File: src/rtl/bootrom_loader_pkg.sv
// Shared types and helpers for the boot-ROM download loader and its siblings.
// Holds the loader state encoding, the ioctl address width and the capacity helper.
package bootrom_loader_pkg;

  localparam int IOCTL_ADDR_W = 25;

  typedef enum logic [2:0] {
    IDLE,
    LOW,
    HIGH,
    FLUSH,
    DONE
  } state_t;

  // Byte capacity of a 16-bit RAM port with aw word-address bits.
  function automatic logic [IOCTL_ADDR_W-1:0] capacity_bytes(input int aw);
    logic [IOCTL_ADDR_W-1:0] one;
    one = {{(IOCTL_ADDR_W-1){1'b0}}, 1'b1};
    return one << (aw + 1);
  endfunction

endpackage

File: src/rtl/bootrom_loader_edge_detect.sv
// Registers a level and produces single-cycle rise/fall pulses against the registered copy.
// Shared by the ioctl download consumers to detect transfer start and end.
module edge_detect (
  input  logic clock,
  input  logic reset,
  input  logic i_level,
  output logic o_rise,
  output logic o_fall
);

  logic r_level_q;

  always_ff @(posedge clock or posedge reset) begin
    if (reset) begin
      r_level_q <= 1'b0;
    end else begin
      r_level_q <= i_level;
    end
  end

  assign o_rise = i_level & ~r_level_q;
  assign o_fall = ~i_level & r_level_q;

endmodule

File: src/rtl/bootrom_loader.sv
// Packs the ioctl byte-download stream little-endian into 16-bit word writes for boot-ROM port B.
// Tracks sequential offsets, flags gaps/overflow, and pads a trailing odd byte on transfer end.
module bootrom_loader
  import bootrom_loader_pkg::*;
#(
  parameter int                      ADDR_WIDTH_B = 11,
  parameter logic [IOCTL_ADDR_W-1:0] BASE_ADDR    = 25'h0,
  parameter logic [7:0]              PAD_BYTE     = 8'h00
) (
  input  logic                    clock,
  input  logic                    reset,
  input  logic                    ioctl_download,
  input  logic                    ioctl_wr,
  input  logic [IOCTL_ADDR_W-1:0] ioctl_addr,
  input  logic [7:0]              ioctl_dout,
  output logic [ADDR_WIDTH_B-1:0] address_b,
  output logic [15:0]             data_b,
  output logic                    wren_b,
  output logic [ADDR_WIDTH_B:0]   word_count,
  output logic                    done,
  output logic                    error
);

  localparam logic [IOCTL_ADDR_W-1:0] CAPACITY  = capacity_bytes(ADDR_WIDTH_B);
  localparam logic [ADDR_WIDTH_B:0]   COUNT_MAX = {1'b1, {ADDR_WIDTH_B{1'b0}}};

  state_t                  r_state;
  logic [IOCTL_ADDR_W-1:0] r_exp;
  logic [7:0]              r_low;
  logic [ADDR_WIDTH_B-1:0] r_low_word;
  logic [ADDR_WIDTH_B-1:0] r_address;
  logic [15:0]             r_data;
  logic                    r_wren;
  logic [ADDR_WIDTH_B:0]   r_count;
  logic                    r_done;
  logic                    r_error;

  logic                    w_rise;
  logic                    w_fall;
  logic                    w_accept;
  logic [IOCTL_ADDR_W-1:0] w_off;
  logic                    w_in_range;
  logic                    w_take;
  logic                    w_take_first;
  logic                    w_bad;

  function automatic logic [ADDR_WIDTH_B:0] sat_inc(input logic [ADDR_WIDTH_B:0] cnt);
    return (cnt == COUNT_MAX) ? cnt : cnt + 1'b1;
  endfunction

  edge_detect u_edge (
    .clock   (clock),
    .reset   (reset),
    .i_level (ioctl_download),
    .o_rise  (w_rise),
    .o_fall  (w_fall)
  );

  assign w_accept   = ioctl_wr & ioctl_download;
  assign w_off      = ioctl_addr - BASE_ADDR;
  assign w_in_range = (w_off < CAPACITY);
  assign w_take     = w_accept & w_in_range & (w_off == r_exp);
  assign w_bad      = w_accept & ~(w_in_range & (w_off == r_exp));
  // On the rise cycle the expected offset is being cleared, so the first byte must be offset 0.
  assign w_take_first = w_accept & w_in_range & (w_off == '0);

  always_ff @(posedge clock or posedge reset) begin
    if (reset) begin
      r_state    <= IDLE;
      r_exp      <= '0;
      r_low      <= '0;
      r_low_word <= '0;
      r_address  <= '0;
      r_data     <= '0;
      r_wren     <= 1'b0;
      r_count    <= '0;
      r_done     <= 1'b0;
      r_error    <= 1'b0;
    end else begin
      r_wren <= 1'b0;
      if (w_rise) begin
        r_done  <= 1'b0;
        r_count <= '0;
        if (w_take_first) begin
          r_low      <= ioctl_dout;
          r_low_word <= w_off[ADDR_WIDTH_B:1];
          r_exp      <= {{(IOCTL_ADDR_W-1){1'b0}}, 1'b1};
          r_error    <= 1'b0;
          r_state    <= HIGH;
        end else begin
          r_exp   <= '0;
          r_error <= w_accept;
          r_state <= LOW;
        end
      end else begin
        case (r_state)
          IDLE: begin
            r_state <= IDLE;
          end
          LOW: begin
            if (w_fall) begin
              r_done  <= 1'b1;
              r_state <= DONE;
            end else if (w_take) begin
              r_low      <= ioctl_dout;
              r_low_word <= w_off[ADDR_WIDTH_B:1];
              r_exp      <= r_exp + 1'b1;
              r_state    <= HIGH;
            end else if (w_bad) begin
              r_error <= 1'b1;
            end
          end
          HIGH: begin
            if (w_fall) begin
              r_wren    <= 1'b1;
              r_data    <= {PAD_BYTE, r_low};
              r_address <= r_low_word;
              r_count   <= sat_inc(r_count);
              r_state   <= FLUSH;
            end else if (w_take) begin
              r_wren    <= 1'b1;
              r_data    <= {ioctl_dout, r_low};
              r_address <= w_off[ADDR_WIDTH_B:1];
              r_count   <= sat_inc(r_count);
              r_exp     <= r_exp + 1'b1;
              r_state   <= LOW;
            end else if (w_bad) begin
              r_error <= 1'b1;
            end
          end
          FLUSH: begin
            r_done  <= 1'b1;
            r_state <= DONE;
          end
          DONE: begin
            r_state <= DONE;
          end
          default: begin
            r_state <= IDLE;
          end
        endcase
      end
    end
  end

  assign address_b  = r_address;
  assign data_b     = r_data;
  assign wren_b     = r_wren;
  assign word_count = r_count;
  assign done       = r_done;
  assign error      = r_error;

endmodule

File: config.mk
export PLATFORM = sky130hd
export DESIGN_NAME = bootrom_loader
export DESIGN_NICKNAME = d
export VERILOG_FILES = /design/src/rtl/bootrom_loader_pkg.sv /design/src/rtl/bootrom_loader_edge_detect.sv /design/src/rtl/bootrom_loader.sv
export SDC_FILE = /design/constraint.sdc
export NUM_CORES = 1
export LEC_CHECK = 0
export BUFFER_PORTS_ARGS = -buffer_cell sky130_fd_sc_hd__clkbuf_2
export CAP_MARGIN = 20
export CORE_MARGIN = 2
export CORE_UTILIZATION = 45
export DETAILED_ROUTE_END_ITERATION = 7
export PLACE_DENSITY = 0.69
export SLEW_MARGIN = 20
export SYNTH_ARGS = -nofsm -noshare
export SYNTH_HDL_FRONTEND = slang
export SYNTH_SLANG_ARGS = --single-unit
File: constraint.sdc
create_clock -name clock -period 2.3 [get_ports clock]
set_input_delay 0.115 -clock clock [delete_from_list [all_inputs] [get_ports clock]]
set_output_delay 0.115 -clock clock [all_outputs]
set_load 0.02 [all_outputs]
* Word-level counts from Yosys, hierarchy flattened
Index checks and enable logic that the tools add are counted.
** Word-level totals
- Register bits after elaboration :: 90
- Bits of input ports :: 37
- Logic and storage cells :: 99
** Cells by class
- $add $sub $neg :: 2
- $lt $le $gt $ge :: 1
- Eq/ne operators :: 12
- Multiplexer cells :: 43
- Bitwise logic cells :: 12
- Reduce and logical (&&, ||, !) cells :: 18
** Operator list (number)
- $mux 25 :: 4
- $mux 11 :: 6
- $mux 12 :: 5
- $mux 8 :: 5
- $mux 16 :: 2
- $add 25x1->25 const B :: 1
- $eq 25x25->1 :: 1
- $logic_not 25->1 :: 1
- $lt 25x13->1 const B :: 1
- $mux 3 :: 5
- $mux 1 :: 13
- $add 12x1->12 const B :: 1
- $eq 12x12->1 const B :: 1
- $reduce_bool 2->1 :: 6
- $pmux 3 s3 :: 1
- $and 1x1->1 :: 8
- $ne 4x2->1 const B :: 2
- $reduce_and 4->1 :: 2
- $eq 3x2->1 const B :: 2
- $reduce_and 2->1 :: 3
- $reduce_and 3->1 :: 2
- $reduce_bool 3->1 :: 2
- $ne 2x1->1 const B :: 2
- $not 1->1 :: 4
- 7 further kinds :: 8

* Longest topological paths before layout
Gate-level depths: netlist of run 1.
- Depth after elaboration :: 9
- Depth in mapped cells :: 10
- Depth with buffers taken out :: 8

* Modules after synthesis
A second synthesis of run 1 with hierarchy kept.
** Second synthesis, totals
- Cell total of the unflattened synthesis :: 374
- Area total of the unflattened synthesis :: 4320.4 um^2
** Modules (own cells, without submodules)
- bootrom_loader :: times used 1, cells an instance 370, area an instance 4276.6 um^2, sequential area each 2227.1 um^2
- edge_detect :: times used 1, cells an instance 4, area an instance 43.8 um^2, sequential area each 25.0 um^2

* Worst setup path before layout of run 1
OpenSTA, ideal clock, no wires.
- Path type :: register to register
- Start point :: reg u_edge.r_level_q
- End point :: reg r_low_word[0]
- Arrival time :: 2.250 ns
- Data required time :: 2.175 ns
- Path slack :: -0.075 ns
- Stages on the path, launching flop included :: 11
- Buffers on the path :: 2
- Period minus slack after synthesis :: 2.375 ns
- Cell sequence :: dfrtp_1 inv_1 ha_1 nor3b_1 nand4_1 or3_1 o21ai_0 nor3b_1 buf_2 buf_2 mux2_2
** On the way
- Word-level cells in the longest chain between the ends :: 4
- Elaborated cells on any way between the ends :: 9
- Classes of those cells :: 2 x eq/ne; 1 x mux; 3 x bitwise; 3 x reduce/logical
** RTL lines
- from (decl) :: line bootrom_loader_edge_detect.sv:11 : logic r_level_q;
- from (signal assigned) :: line bootrom_loader_edge_detect.sv:17 : r_level_q <= i_level;
- $not 1->1 :: line bootrom_loader_edge_detect.sv:21 : assign o_rise = i_level & ~r_level_q;
- $and 1x1->1 :: line bootrom_loader_edge_detect.sv:21
- $ne 2x2->1 (no source line) (tied with other cells)
- $reduce_and 4->1 (no source line)
- to (signal assigned) :: line bootrom_loader.sv:86 : r_low_word <= w_off[ADDR_WIDTH_B:1];
- to (signal assigned) :: line bootrom_loader.sv:106 : r_low_word <= w_off[ADDR_WIDTH_B:1];
- to (decl) :: line bootrom_loader.sv:30 : logic [ADDR_WIDTH_B-1:0] r_low_word;
Parallel ways exist; a longest one is shown, timed or not.
A chain may end at the register's enable or synchronous reset.

* Worst setup path in the final report of run 1
- Start point :: reg r_exp[5]
- End point :: reg r_data[1], in the netlist data_b[1]
** On the way
- Word-level cells in the longest chain between the ends :: 4
** RTL lines
- from (decl) :: line bootrom_loader.sv:28 : logic [IOCTL_ADDR_W-1:0] r_exp;
- from (signal assigned) :: line bootrom_loader.sv:87 : r_exp <= {{(IOCTL_ADDR_W-1){1'b0}}, 1'b1};
- from (signal assigned) :: line bootrom_loader.sv:107 : r_exp <= r_exp + 1'b1;
- from (signal assigned) :: line bootrom_loader.sv:125 : r_exp <= r_exp + 1'b1;
- $eq 25x25->1 :: line bootrom_loader.sv:62 : assign w_take = w_accept & w_in_range & (w_off == r_exp);
- $and 1x1->1 :: line bootrom_loader.sv:62
- $reduce_bool 2->1 (no source line)
- $reduce_and 3->1 (no source line)
- to (signal assigned) :: line bootrom_loader.sv:116 : r_data <= {PAD_BYTE, r_low};
- to (signal assigned) :: line bootrom_loader.sv:122 : r_data <= {ioctl_dout, r_low};
- to (decl) :: line bootrom_loader.sv:32 : logic [15:0] r_data;
No other way between the ends.

==> results of run 1 <==
metal layers:
layer | share of wire | global-route usage | wire [µm]
met5 | 0 | 0 | 0
met3 | 0.053 | 0.03834 | 624
met1 | 0.46 | 0.3157 | 5421
met4 | 0.021 | 0.07801 | 251
met2 | 0.47 | 0.3553 | 5587
synth_stat cells, types with 11 or more instances:
cell type                  count  area [µm²]
sky130_fd_sc_hd__dfrtp_1      90        2252
sky130_fd_sc_hd__mux2_2       40       450.4
sky130_fd_sc_hd__xnor2_1      25       219.0
sky130_fd_sc_hd__mux2_4       19       285.3
sky130_fd_sc_hd__a21oi_1      18       90.09
sky130_fd_sc_hd__o21ai_0      17       85.08
sky130_fd_sc_hd__nand4_1      16       100.1
sky130_fd_sc_hd__nand2_1      15       56.30
sky130_fd_sc_hd__and2_1       14       87.58
sky130_fd_sc_hd__and3_1       13       81.33
sky130_fd_sc_hd__clkbuf_1     12       45.04
sky130_fd_sc_hd__nor2b_1      11       68.82
path summary, 6_finish.rpt:
kind / start / endpoint / slack (ns) / cells past startpoint
worst max-delay path: r_exp[5]$_DFFE_PP0P_ / data_b[1]$_DFFE_PP0P_ / -0.14 / 8
worst min-delay path: ioctl_download / u_edge.r_level_q$_DFF_PP0_ / 0.02 / 2
worst max register to register: r_exp[5]$_DFFE_PP0P_ / data_b[1]$_DFFE_PP0P_ / -0.14 / 8
worst min register to register: r_low[6]$_DFFE_PP0P_ / r_low[6]$_DFFE_PP0P_ / 0.51 / 1
max in group asynchronous: reset / r_low[3]$_DFFE_PP0P_ / 1.12 / 5
min in group asynchronous: reset / address_b[7]$_DFFE_PP0P_ / 0.37 / 3
metrics by stage:
stage / utilization / setup WS (ns)
final: 0.5921 / -0.1407
after detailed placement: 0.5345 / -0.1289
after global placement: 0.5345 / -0.1033
after global routing: 0.5921 / -0.2279
after CTS: 0.5928 / -0.06983
after floorplan: - / 0.01603
worst reg2reg max path: cells and delay by family, from the launching register on:
| kind | cells | cell delay [ns] |
|---|---|---|
| AOI/OAI and AO/OA | 1 | 0.05 |
| muxes | 1 | 0.32 |
| DFF | 1 | 0.42 |
| and+or+nand+nor | 3 | 0.99 |
| buffers and inverters | 2 | 0.35 |
| xor gates and xnor gates | 1 | 0.19 |
state kept, by name, summed over array words and instances (netlist names):
register,count
r_exp,25
data_b,16
word_count,12
address_b,11
r_low_word,11
r_low,8
r_state,3
done,1
error,1
u_edge.r_level_q,1
wren_b,1
area by class of cell:
type / count / area share
repair buffers: 133 / 0.1510
well taps: 136 / 0.02822
clock inverters: 7 / 0.02427
multi-input cells: 285 / 0.3956
clock buffers: 9 / 0.02054
inverters: 10 / 0.006846
flip-flops and latches: 90 / 0.3734
placed cells by master (no fill, tap or decap), types with 3 or more instances in the layout:
master | Yosys | final
sky130_fd_sc_hd__dlygate4sd3_1 | 0 | 9
sky130_fd_sc_hd__xnor2_1 | 25 | 23
sky130_fd_sc_hd__ha_1 | 5 | 5
sky130_fd_sc_hd__a21oi_1 | 18 | 17
sky130_fd_sc_hd__o31ai_1 | 4 | 4
sky130_fd_sc_hd__or4_1 | 4 | 4
sky130_fd_sc_hd__nor2b_1 | 11 | 11
sky130_fd_sc_hd__a31oi_1 | 6 | 6
sky130_fd_sc_hd__mux2_4 | 19 | 37
sky130_fd_sc_hd__a31o_2 | 3 | 3
sky130_fd_sc_hd__mux2_2 | 40 | 22
sky130_fd_sc_hd__nand2b_1 | 5 | 5
sky130_fd_sc_hd__nand4_1 | 16 | 16
sky130_fd_sc_hd__bufinv_16 | 0 | 4
sky130_fd_sc_hd__dfrtp_1 | 90 | 90
sky130_fd_sc_hd__buf_12 | 1 | 4
sky130_fd_sc_hd__clkbuf_8 | 0 | 9
sky130_fd_sc_hd__inv_1 | 10 | 9
sky130_fd_sc_hd__and2_1 | 14 | 13
sky130_fd_sc_hd__buf_4 | 0 | 38
sky130_fd_sc_hd__nor2_1 | 9 | 8
sky130_fd_sc_hd__or3_1 | 10 | 8
sky130_fd_sc_hd__and3_1 | 13 | 13
sky130_fd_sc_hd__inv_6 | 0 | 3
sky130_fd_sc_hd__nand3_1 | 3 | 3
sky130_fd_sc_hd__o21ai_0 | 17 | 16
sky130_fd_sc_hd__nor4_1 | 5 | 5
sky130_fd_sc_hd__nand2_1 | 15 | 15
sky130_fd_sc_hd__clkbuf_2 | 0 | 78
sky130_fd_sc_hd__nor3_1 | 8 | 8
repair_timing:
item	in CTS	in global routing
endpoints found under the hold margin	36	0
resized for setup	21	17
setup endpoints to repair	48	64
hold buffers	9	0
pin swaps	8	4
setup buffers	8	1
gates cloned	3	0
kinds of logic (layout without fill, tap and decap cells):
family                   count (synthesis)  after routing  synth area share
XOR/XNOR                                25             25           0.04693
AO/OA/AOI/OAI                           65             65           0.08850
buffers and inverters                   31            159           0.03540
flip-flops                              90             90            0.4827
AND/OR/NAND/NOR                        131            131            0.1754
adder cells (fa/ha/maj)                  5              5           0.01341
multiplexers                            59             59            0.1577
power by group:
part	internal (mW)	switching, mW	leakage, nW	total (mW)
Combinational	0.919	0.855	1.59	1.77
Sequential	1.99	0.293	1.18	2.28
Clock	0.843	0.606	0.135	1.45
==> results.txt, run 1 <==
----------------------------------------------------
[STA]
  Max transition margin ... 0.5499
  Fin worst setup slack ... -0.1407 ns
  Count of final setup violators ... 51
  Max Clock Skew ... 0.007272 ns
  Post-route fraction of the period consumed by the critical path ... 1.061
  Hold WS ... 0.02490 ns
  Top achievable clock speed ... 409.7 MHz
  Final Critical Period ... 2.441 ns
  Max Slew Vio Count ... 0
  Setup Total Neg Slack ... -5.171 ns
  Tightest Pin Transition ... 0.6737 ns
  Setup repair after global routing missed its margin ... yes
  Final Hold Viols ... 0

[Critical path]
  Worst path bufs/invs ... 2
  Slowest Stage Delay on Critical Path ... 0.42 ns
  CP Capture Type ... flop
  Data required time at the worst endpoint ... 2.56 ns
  Worst Path Arrival ... 2.70 ns
  Critical path start-end classification ... flop to flop
  Crit-path slowest cell ... sky130_fd_sc_hd__dfrtp_1
  CP delay by family, top ... simple AND/OR/NAND/NOR gates
  Maximum fanout count along the critical path ... 14
  Critical Path, Cell by Cell ... xnor2_1 -> nand4_1 -> nor4_4 -> buf_4 -> a21oi_2 -> or3_4 -> buf_12 -> mux2_4
  Kind of start point of the critical path ... flop

[Clock tree]
  Depth of the CTS H-tree ... 3
  Clock transition time at the flip-flop clock pins of the worst setup and hold paths ... 0.09 ns
  # clock sinks ... 90
  Total CTS buffers ... 9
  Number of buffers between clock root and the deepest sink ... 2
  CTS tree ... yes
  Clock latency of the later-clocked register in the worst-skew pair ... 0.37 ns
  CTS Root Buffer Type ... sky130_fd_sc_hd__clkbuf_8

[Cells and area]
  Area grow syn2layout ... 29.26%
  Number of fill cells ... 827
  Design area ... 0.006031 mm²
  Area of all sequential standard cells ... 0.002252 mm²
  Combined area of the multi-input logic cells ... 0.002386 mm²
  Layout net count ... 571
  Final instance count without filler cells ... 670
  Antenna diode count ... 0
  Share of cells above drive strength 1 ... 0.4195

[Die]
  Number of rows in the core area ... 37
  Core Area ... 0.01018 mm²
  Total die area ... 0.01120 mm²
  Initial core utilization ... 0.4581
  I/O Pins ... 79
  Die extent in y ... 105.8 µm
  Die extent in x ... 105.8 µm

[Pwr]
  Total power density per cell area ... 913.2 mW/mm²
  Final total power ... 5.507 mW
  Leakage power ... 2.908 nW
  Worst VDD drop ... 569.2 µV

[Detailed routing]
  Post-detailed-route DRC marker count ... 0
  Overall via count from detail_route ... 3,691
  Length of the first detailed-routing pass in iterations ... 4
  Via-to-Cell Ratio ... 5.509
  Wire length after detailed routing ... 11.89 mm
  Avg WL per Cell ... 17.74 µm
  Post-route ant nets ... 0
  1st-iter DRT viols ... 331

[Synth]
  Number of library cell types mapped by synthesis ... 53
  Mean area per synthesized cell ... 11.49 µm²
  Count of synthesis-stage warnings from yosys ... 0
  Mapped Nets ... 448
  Register bit count reported by yosys ... 90
  Seq/Total Area, Yosys ... 0.4827
  Post-synth ARST share ... 1.000
  Cell area after technology mapping ... 0.004666 mm²
  Synthesized netlist cell count ... 406
  Primary flip-flop cell chosen by synthesis mapping ... sky130_fd_sc_hd__dfrtp_1
  Number of flops mapped to enable cells by yosys ... 0

[Global routing]
  Largest net degree at the start of global routing ... 43
  GRT overflow ... 0
  Global-route wire length before repair ... 19.64 mm
  Global routing usage summed across all routing layers ... 0.2255
  Number of antenna violations at the first check in global routing ... 0
  Via count of the first global-routing pass ... 3,779

[Run]
  Max-Cap Viols ... 0

[Hold path]
  Kind of path behind the tightest hold check ... input port to flop

[Run status]
  Failing checks ... setup timing
  Status ... complete, but fails checks

[Place]
  Total placed instance area ... 0.005444 mm²
  Number of placed cells counting well taps ... 637
  Final weighted congestion of routability-driven global placement ... 0.8968
  Number of port buffers ... 78
  Sum of net half-perimeters after detailed placement ... 7.846 mm

----------------------------------------------------
(Power assumes the default switching activity.)
==> run 2, diff against run 1 <==
Settings changed: SETUP_SLACK_MARGIN set to 0.15.
==> results.txt, run 2 (synthesis results as in run 1) <==
----------------------------------------------------
[Detailed routing]
  Via-to-Cell Ratio ... 5.530
  Avg WL per Cell ... 17.47 µm
  1st-iter DRT viols ... 241
  Wire length after detailed routing ... 11.53 mm
  Post-detailed-route DRC marker count ... 0
  Post-route ant nets ... 0
  Overall via count from detail_route ... 3,650
  Length of the first detailed-routing pass in iterations ... 5

[Run status]
  Failing checks ... setup timing
  Status ... complete, but fails checks

[Critical path]
  Launching point of the worst reg2reg path ... u_edge.r_level_q$_DFF_PP0_
  Critical path start-end classification ... flop to flop
  Kind of start point of the critical path ... flop
  Worst Path Arrival ... 2.56 ns
  Count of cells along the worst register-to-register path ... 10
  Reg2Reg Setup Slack ... -0.002 ns
  Crit-path slowest cell ... sky130_fd_sc_hd__dfrtp_1
  Maximum fanout count along the critical path ... 9
  Crit path from ... u_edge.r_level_q$_DFF_PP0_
  Critical Path, Cell by Cell ... inv_1 -> ha_2 -> nor3b_2 -> nand4_1 -> or3_4 -> o21ai_2 -> nor3b_4 -> buf_4 -> buf_16 -> mux2_4
  Endpoint of the most critical register-to-register path ... r_low_word[6]$_DFFE_PP0P_
  CP Capture Type ... flop
  Data required time at the worst endpoint ... 2.56 ns
  Slowest Stage Delay on Critical Path ... 0.40 ns

[Run]
  Max-Cap Viols ... 0

[Pwr]
  Final total power ... 5.110 mW
  Leakage power ... 2.830 nW
  Part of the total power dissipated in the clock network ... 0.204
  Part of the total power dissipated in sequential elements ... 0.447
  Cell-internal power ... 3.341 mW
  Net load switching power ... 1.769 mW
  Total power density per cell area ... 865.9 mW/mm²
  Worst VDD drop ... 426.5 µV
  Net switching fraction of the power ... 0.3462
  Comb pwr share ... 0.349

[Hold path]
  Cells on Worst Hold Path ... 2
  Kind of path behind the tightest hold check ... input port to flop
  Hold_sp ... ioctl_addr[10]
  End of the worst hold path ... r_low_word[9]$_DFFE_PP0P_

[Clock tree]
  CTS tree ... yes
  Clock transition time at the flip-flop clock pins of the worst setup and hold paths ... 0.10 ns
  # clock sinks ... 90
  Number of buffers between clock root and the deepest sink ... 2
  CTS Root Buffer Type ... sky130_fd_sc_hd__clkbuf_8
  Total CTS buffers ... 9
  Depth of the CTS H-tree ... 3
  Clock latency of the later-clocked register in the worst-skew pair ... 0.37 ns

[Cells and area]
  Top library cells by usage in the layout, fill and taps aside ... 90 x sky130_fd_sc_hd__dfrtp_1, 78 x sky130_fd_sc_hd__clkbuf_2, 38 x sky130_fd_sc_hd__mux2_4, 26 x sky130_fd_sc_hd__buf_4
  Number of fill cells ... 852
  Antenna diode count ... 0
  Final instance count without filler cells ... 660
  Share of cells above drive strength 1 ... 0.4103
  Area grow syn2layout ... 26.50%
  Register name with the most flops ... r_exp
  Final core utilization ... 0.5795
  Max FFs per register ... 25
  Most frequent standard cell in the layout excluding fill and tap cells ... sky130_fd_sc_hd__dfrtp_1
  Layout net count ... 561
  Area of all sequential standard cells ... 0.002252 mm²
  Combined area of the multi-input logic cells ... 0.002391 mm²

[Place]
  Sum of net half-perimeters after detailed placement ... 7.824 mm
  Number of placed cells counting well taps ... 625
  Final weighted congestion of routability-driven global placement ... 0.8368
  Number of port buffers ... 78

[STA]
  Tightest Pin Transition ... 0.7913 ns
  Final Critical Period ... 2.302 ns
  Fin worst setup slack ... -0.002427 ns
  Max Clock Skew ... 0.01638 ns
  Max Slew Vio Count ... 0
  Final Hold Viols ... 0
  Max transition margin ... 0.4714
  Post-route fraction of the period consumed by the critical path ... 1.001
  Count of final setup violators ... 2
  Top achievable clock speed ... 434.3 MHz
  Setup repair after global routing missed its margin ... yes

[Die]
  Core Area ... 0.01018 mm²
  Total die area ... 0.01120 mm²
  I/O Pins ... 79
  Die extent in x ... 105.8 µm
  Initial core utilization ... 0.4581
  Die extent in y ... 105.8 µm
  Number of rows in the core area ... 37

[Global routing]
  Via count of the first global-routing pass ... 3,695
  Number of antenna violations at the first check in global routing ... 0
  Largest net degree at the start of global routing ... 41
  Global routing usage summed across all routing layers ... 0.2133
  GRT overflow ... 0
  Global-route wire length before repair ... 18.83 mm

----------------------------------------------------
run 2: cell types whose count changed in the layout (fill, tap and decap cells not counted), moves of 2 or more:
cell	previous run	this run
sky130_fd_sc_hd__o21ai_0	16	14
sky130_fd_sc_hd__xnor2_2	2	4
sky130_fd_sc_hd__bufinv_16	4	0
sky130_fd_sc_hd__xnor2_1	23	21
sky130_fd_sc_hd__clkinv_4	0	2
sky130_fd_sc_hd__buf_4	38	26
run 2: power by group through the flow:
stage,clock (mW),combinational (mW),sequential [mW]
2_1_floorplan,0,0.920,2.46
3_3_place_gp,0,1.61,2.27
3_5_place_dp,0,1.66,2.29
4_1_cts,1.07,1.70,2.27
5_1_grt,1.14,1.92,2.33
6_report,1.04,1.78,2.29
run 2: metrics by stage:
step	area (µm²)	setup TNS [ns]	setup WS, ns	hold slack (ns)
2_1_floorplan	4728	0	0.09896	0.1464
3_3_place_gp	5388	0	0.03075	0.2814
3_5_place_dp	5388	0	0.01683	0.2938
4_1_cts	5788	0	0.01381	0.03795
5_1_grt	5902	-3.243	-0.1007	0.04920
6_report	5902	-0.003842	-0.002427	0.05103
run 2: critical path: cells and delay by family (launching register included):
family	cells	cell delay [ns]
compound gates	1	0.06
simple gates	4	0.90
mux	1	0.30
fa+ha+maj	1	0.16
buf+inv	3	0.37
flops	1	0.40
run 2: metal layers:
layer,global-route usage,up-vias,part of all wire
met4,0.06485,0,0.019
met1,0.2824,1817,0.45
met2,0.3507,107,0.48
li1,-,1708,-
met3,0.04700,18,0.049
met5,0,-,0
run 2: worst max-delay path by stage:
stage                                           end  slack (ns)  cells past startpoint
after CTS                      r_low[0]$_DFFE_PP0P_        0.01                     10
after global placement         r_low[5]$_DFFE_PP0P_        0.03                      9
after global routing       address_b[9]$_DFFE_PP0P_       -0.10                      7
final                     r_low_word[6]$_DFFE_PP0P_      -0.002                     10
after detailed placement       r_low[6]$_DFFE_PP0P_        0.02                      9
after floorplan           r_low_word[0]$_DFFE_PP0P_         0.1                     10
run 2: final cells by class:
cell class | instances | share of cell area
clock inverter | 7 | 0.01145
timing repair buffer | 123 | 0.1450
multi-input combinational | 285 | 0.4051
tap | 136 | 0.02883
clock buffer | 9 | 0.02099
inverter | 10 | 0.006996
sequential | 90 | 0.3816
run 2: repair_timing:
| action | in CTS | in global routing |
|---|---|---|
| gates resized for setup | 5 | 21 |
| pin swaps | 3 | 2 |
| hold endpoints to repair | 41 | 0 |
| hold buffers | 10 | 0 |
| buffers inserted | 6 | 1 |
| endpoints found under the setup margin | 56 | 63 |
| gates cloned | 1 | 1 |
==> run 3, diff against run 2 <==
Clock period 2.3 ns to 2 ns, I/O delays scaled along.
==> results.txt, run 3 (synthesis results as in run 1) <==
----------------------------------------------------
[STA]
  Top achievable clock speed ... 428.8 MHz
  Setup repair after global routing missed its margin ... yes
  Post-route fraction of the period consumed by the critical path ... 1.166
  Final Critical Period ... 2.332 ns
  Final Hold Viols ... 0
  Tightest Pin Transition ... 0.6032 ns
  Max Clock Skew ... 0.01758 ns
  Count of final setup violators ... 73
  Max Slew Vio Count ... 0
  Max transition margin ... 0.5970
  Fin worst setup slack ... -0.3323 ns

[Clock tree]
  Clock transition time at the flip-flop clock pins of the worst setup and hold paths ... 0.10 ns
  Clock latency of the later-clocked register in the worst-skew pair ... 0.37 ns
  # clock sinks ... 90
  Number of buffers between clock root and the deepest sink ... 2
  Total CTS buffers ... 9
  Depth of the CTS H-tree ... 3
  CTS tree ... yes
  CTS Root Buffer Type ... sky130_fd_sc_hd__clkbuf_8

[Detailed routing]
  Wire length after detailed routing ... 12.56 mm
  Avg WL per Cell ... 17.87 µm
  Overall via count from detail_route ... 3,845
  Length of the first detailed-routing pass in iterations ... 4
  Amount of wire on met2 after detailed routing ... 6.205 mm
  Via-to-Cell Ratio ... 5.469
  1st-iter DRT viols ... 286
  Post-detailed-route DRC marker count ... 0
  Met3 WL post-DR ... 633 µm
  Post-route ant nets ... 0
  Metal-1 WL ... 5.531 mm
  Highest routed layer ... met4

[Die]
  Die extent in y ... 105.8 µm
  Die extent in x ... 105.8 µm
  Total die area ... 0.01120 mm²
  Initial core utilization ... 0.4581
  Number of rows in the core area ... 37
  Core Area ... 0.01018 mm²
  I/O Pins ... 79

[Global routing]
  Largest net degree at the start of global routing ... 42
  GRT overflow ... 0
  Number of antenna violations at the first check in global routing ... 0
  Global routing usage summed across all routing layers ... 0.2125
  Global-route wire length before repair ... 18.87 mm
  Via count of the first global-routing pass ... 3,787

[Cells and area]
  Number of fill cells ... 768
  Share of cells above drive strength 1 ... 0.5009
  Design area ... 0.006496 mm²
  Most frequent standard cell in the layout excluding fill and tap cells ... sky130_fd_sc_hd__dfrtp_1
  Layout net count ... 604
  Final core utilization ... 0.6378
  Area grow syn2layout ... 39.23%
  Register name with the most flops ... r_exp
  Final instance count without filler cells ... 703
  Max FFs per register ... 25
  Top library cells by usage in the layout, fill and taps aside ... 88 x sky130_fd_sc_hd__dfrtp_1, 78 x sky130_fd_sc_hd__clkbuf_2, 55 x sky130_fd_sc_hd__buf_4, 33 x sky130_fd_sc_hd__mux2_4, 26 x sky130_fd_sc_hd__mux2_2
  Antenna diode count ... 0

[Pwr]
  Part of the total power dissipated in the clock network ... 0.207
  Leakage power ... 3.102 nW
  Part of the total power dissipated in sequential elements ... 0.427
  Total power density per cell area ... 938.4 mW/mm²
  Net switching fraction of the power ... 0.3488
  Net load switching power ... 2.127 mW
  Worst VDD drop ... 471.5 µV
  Cell-internal power ... 3.970 mW
  Comb pwr share ... 0.366

[Critical path]
  Maximum fanout count along the critical path ... 5
  Crit path from ... r_exp[5]$_DFFE_PP0P_
  Data required time at the worst endpoint ... 2.26 ns
  Slowest Stage Delay on Critical Path ... 0.45 ns
  Crit-path slowest cell ... sky130_fd_sc_hd__dfrtp_2
  Reg2Reg Setup Slack ... -0.33 ns
  Crit path capture ... r_low[3]$_DFFE_PP0P_
  Endpoint of the most critical register-to-register path ... r_low[3]$_DFFE_PP0P_
  Kind of start point of the critical path ... flop
  Critical Path, Cell by Cell ... xnor2_2 -> nand4_1 -> nor4_4 -> a21oi_1 -> nor3b_4 -> buf_6 -> clkbuf_16 -> mux2_2
  Count of cells along the worst register-to-register path ... 8
  CP Capture Type ... flop
  Critical path start-end classification ... flop to flop
  Launching point of the worst reg2reg path ... r_exp[5]$_DFFE_PP0P_
  Worst Path Arrival ... 2.59 ns

[Place]
  Number of placed cells counting well taps ... 654
  Sum of net half-perimeters after detailed placement ... 7.963 mm
  Final weighted congestion of routability-driven global placement ... 0.8269
  Number of port buffers ... 78
  Post-placement setup slack ... -0.3070 ns
  Total placed instance area ... 0.005652 mm²

[Hold path]
  Kind of path behind the tightest hold check ... input port to flop

[Run]
  Max-Cap Viols ... 0

[Run status]
  Status ... complete, but fails checks
  Failing checks ... setup timing

----------------------------------------------------
-- run 3: cell count changes in the layout (fill, tap and decap cells not counted), moves of 4 or more --
| cell | previous run | this run |
|---|---|---|
| sky130_fd_sc_hd__a21oi_1 | 17 | 10 |
| sky130_fd_sc_hd__a21oi_2 | 2 | 9 |
| sky130_fd_sc_hd__buf_6 | 2 | 9 |
| sky130_fd_sc_hd__mux2_2 | 21 | 26 |
| sky130_fd_sc_hd__clkbuf_16 | 1 | 6 |
| sky130_fd_sc_hd__o21ai_1 | 2 | 6 |
| sky130_fd_sc_hd__buf_4 | 26 | 55 |
| sky130_fd_sc_hd__mux2_4 | 38 | 33 |
| sky130_fd_sc_hd__o21ai_0 | 14 | 8 |
-- run 3: per-layer routing --
metal | vias to the layer above | track usage
li1 | 1791 | -
met1 | 1891 | 0.2918
met2 | 142 | 0.3419
met3 | 21 | 0.03463
met4 | 0 | 0.07425
met5 | - | 0
-- run 3: worst min path at each step --
| stage | startpoint | slack (ns) | to | cells after the start |
|---|---|---|---|---|
| global placement | reset | 0.19 | r_exp[15]$_DFFE_PP0P_ | 2 |
| CTS | ioctl_download | 0.01 | u_edge.r_level_q$_DFF_PP0_ | 2 |
| floorplan | ioctl_download | 0.13 | u_edge.r_level_q$_DFF_PP0_ | 0 |
| global route | ioctl_download | 0.03 | u_edge.r_level_q$_DFF_PP0_ | 2 |
| finish | ioctl_download | 0.04 | u_edge.r_level_q$_DFF_PP0_ | 2 |
| detailed placement | reset | 0.18 | r_exp[15]$_DFFE_PP0P_ | 2 |
-- run 3: stage by stage --
stage | power, mW | hold slack (ns) | setup TNS, ns
2_1_floorplan | 3.894 | 0.1314 | -5.737
3_3_place_gp | 4.582 | 0.1851 | -16.33
3_5_place_dp | 4.645 | 0.1840 | -15.49
4_1_cts | 5.943 | 0.01186 | -11.40
5_1_grt | 6.417 | 0.02820 | -21.44
6_report | 6.096 | 0.03618 | -17.79
-- run 3: power groups by stage --
stage	Combinational [mW]	Sequential [mW]	Clock (mW)
floorplan	1.07	2.83	0
global placement	1.98	2.60	0
detailed placement	2.04	2.61	0
CTS	2.07	2.58	1.29
global route	2.39	2.67	1.35
finish	2.23	2.60	1.26
-- run 3: repair_timing --
item | CTS | global route
cloned | 1 | 9
pin swaps | 22 | 23
endpoints found under the setup margin | 87 | 88
hold endpoints to repair | 30 | 0
hold buffers | 9 | 0
resized for setup | 21 | 46
setup buffers | 11 | 3
-- run 3: worst max-delay path, delay by kind of cell, from the launching register on --
kind	cells	cell delay, ns
AO/OA/AOI/OAI	1	0.19
XOR/XNOR	1	0.16
buffers and inverters	2	0.32
flip-flops	1	0.45
multiplexers	1	0.33
AND/OR/NAND/NOR	3	0.78
-- run 3: layout make-up --
class                      instances  area, µm²  area share
clock buffer                       9      123.9     0.01907
sequential                        90       2255      0.3471
tap                              136      170.2     0.02619
inverter                          10      41.29    0.006356
timing repair buffer             166       1304      0.2007
clock inverter                     7      76.32     0.01175
multi-input combinational        285       2526      0.3889
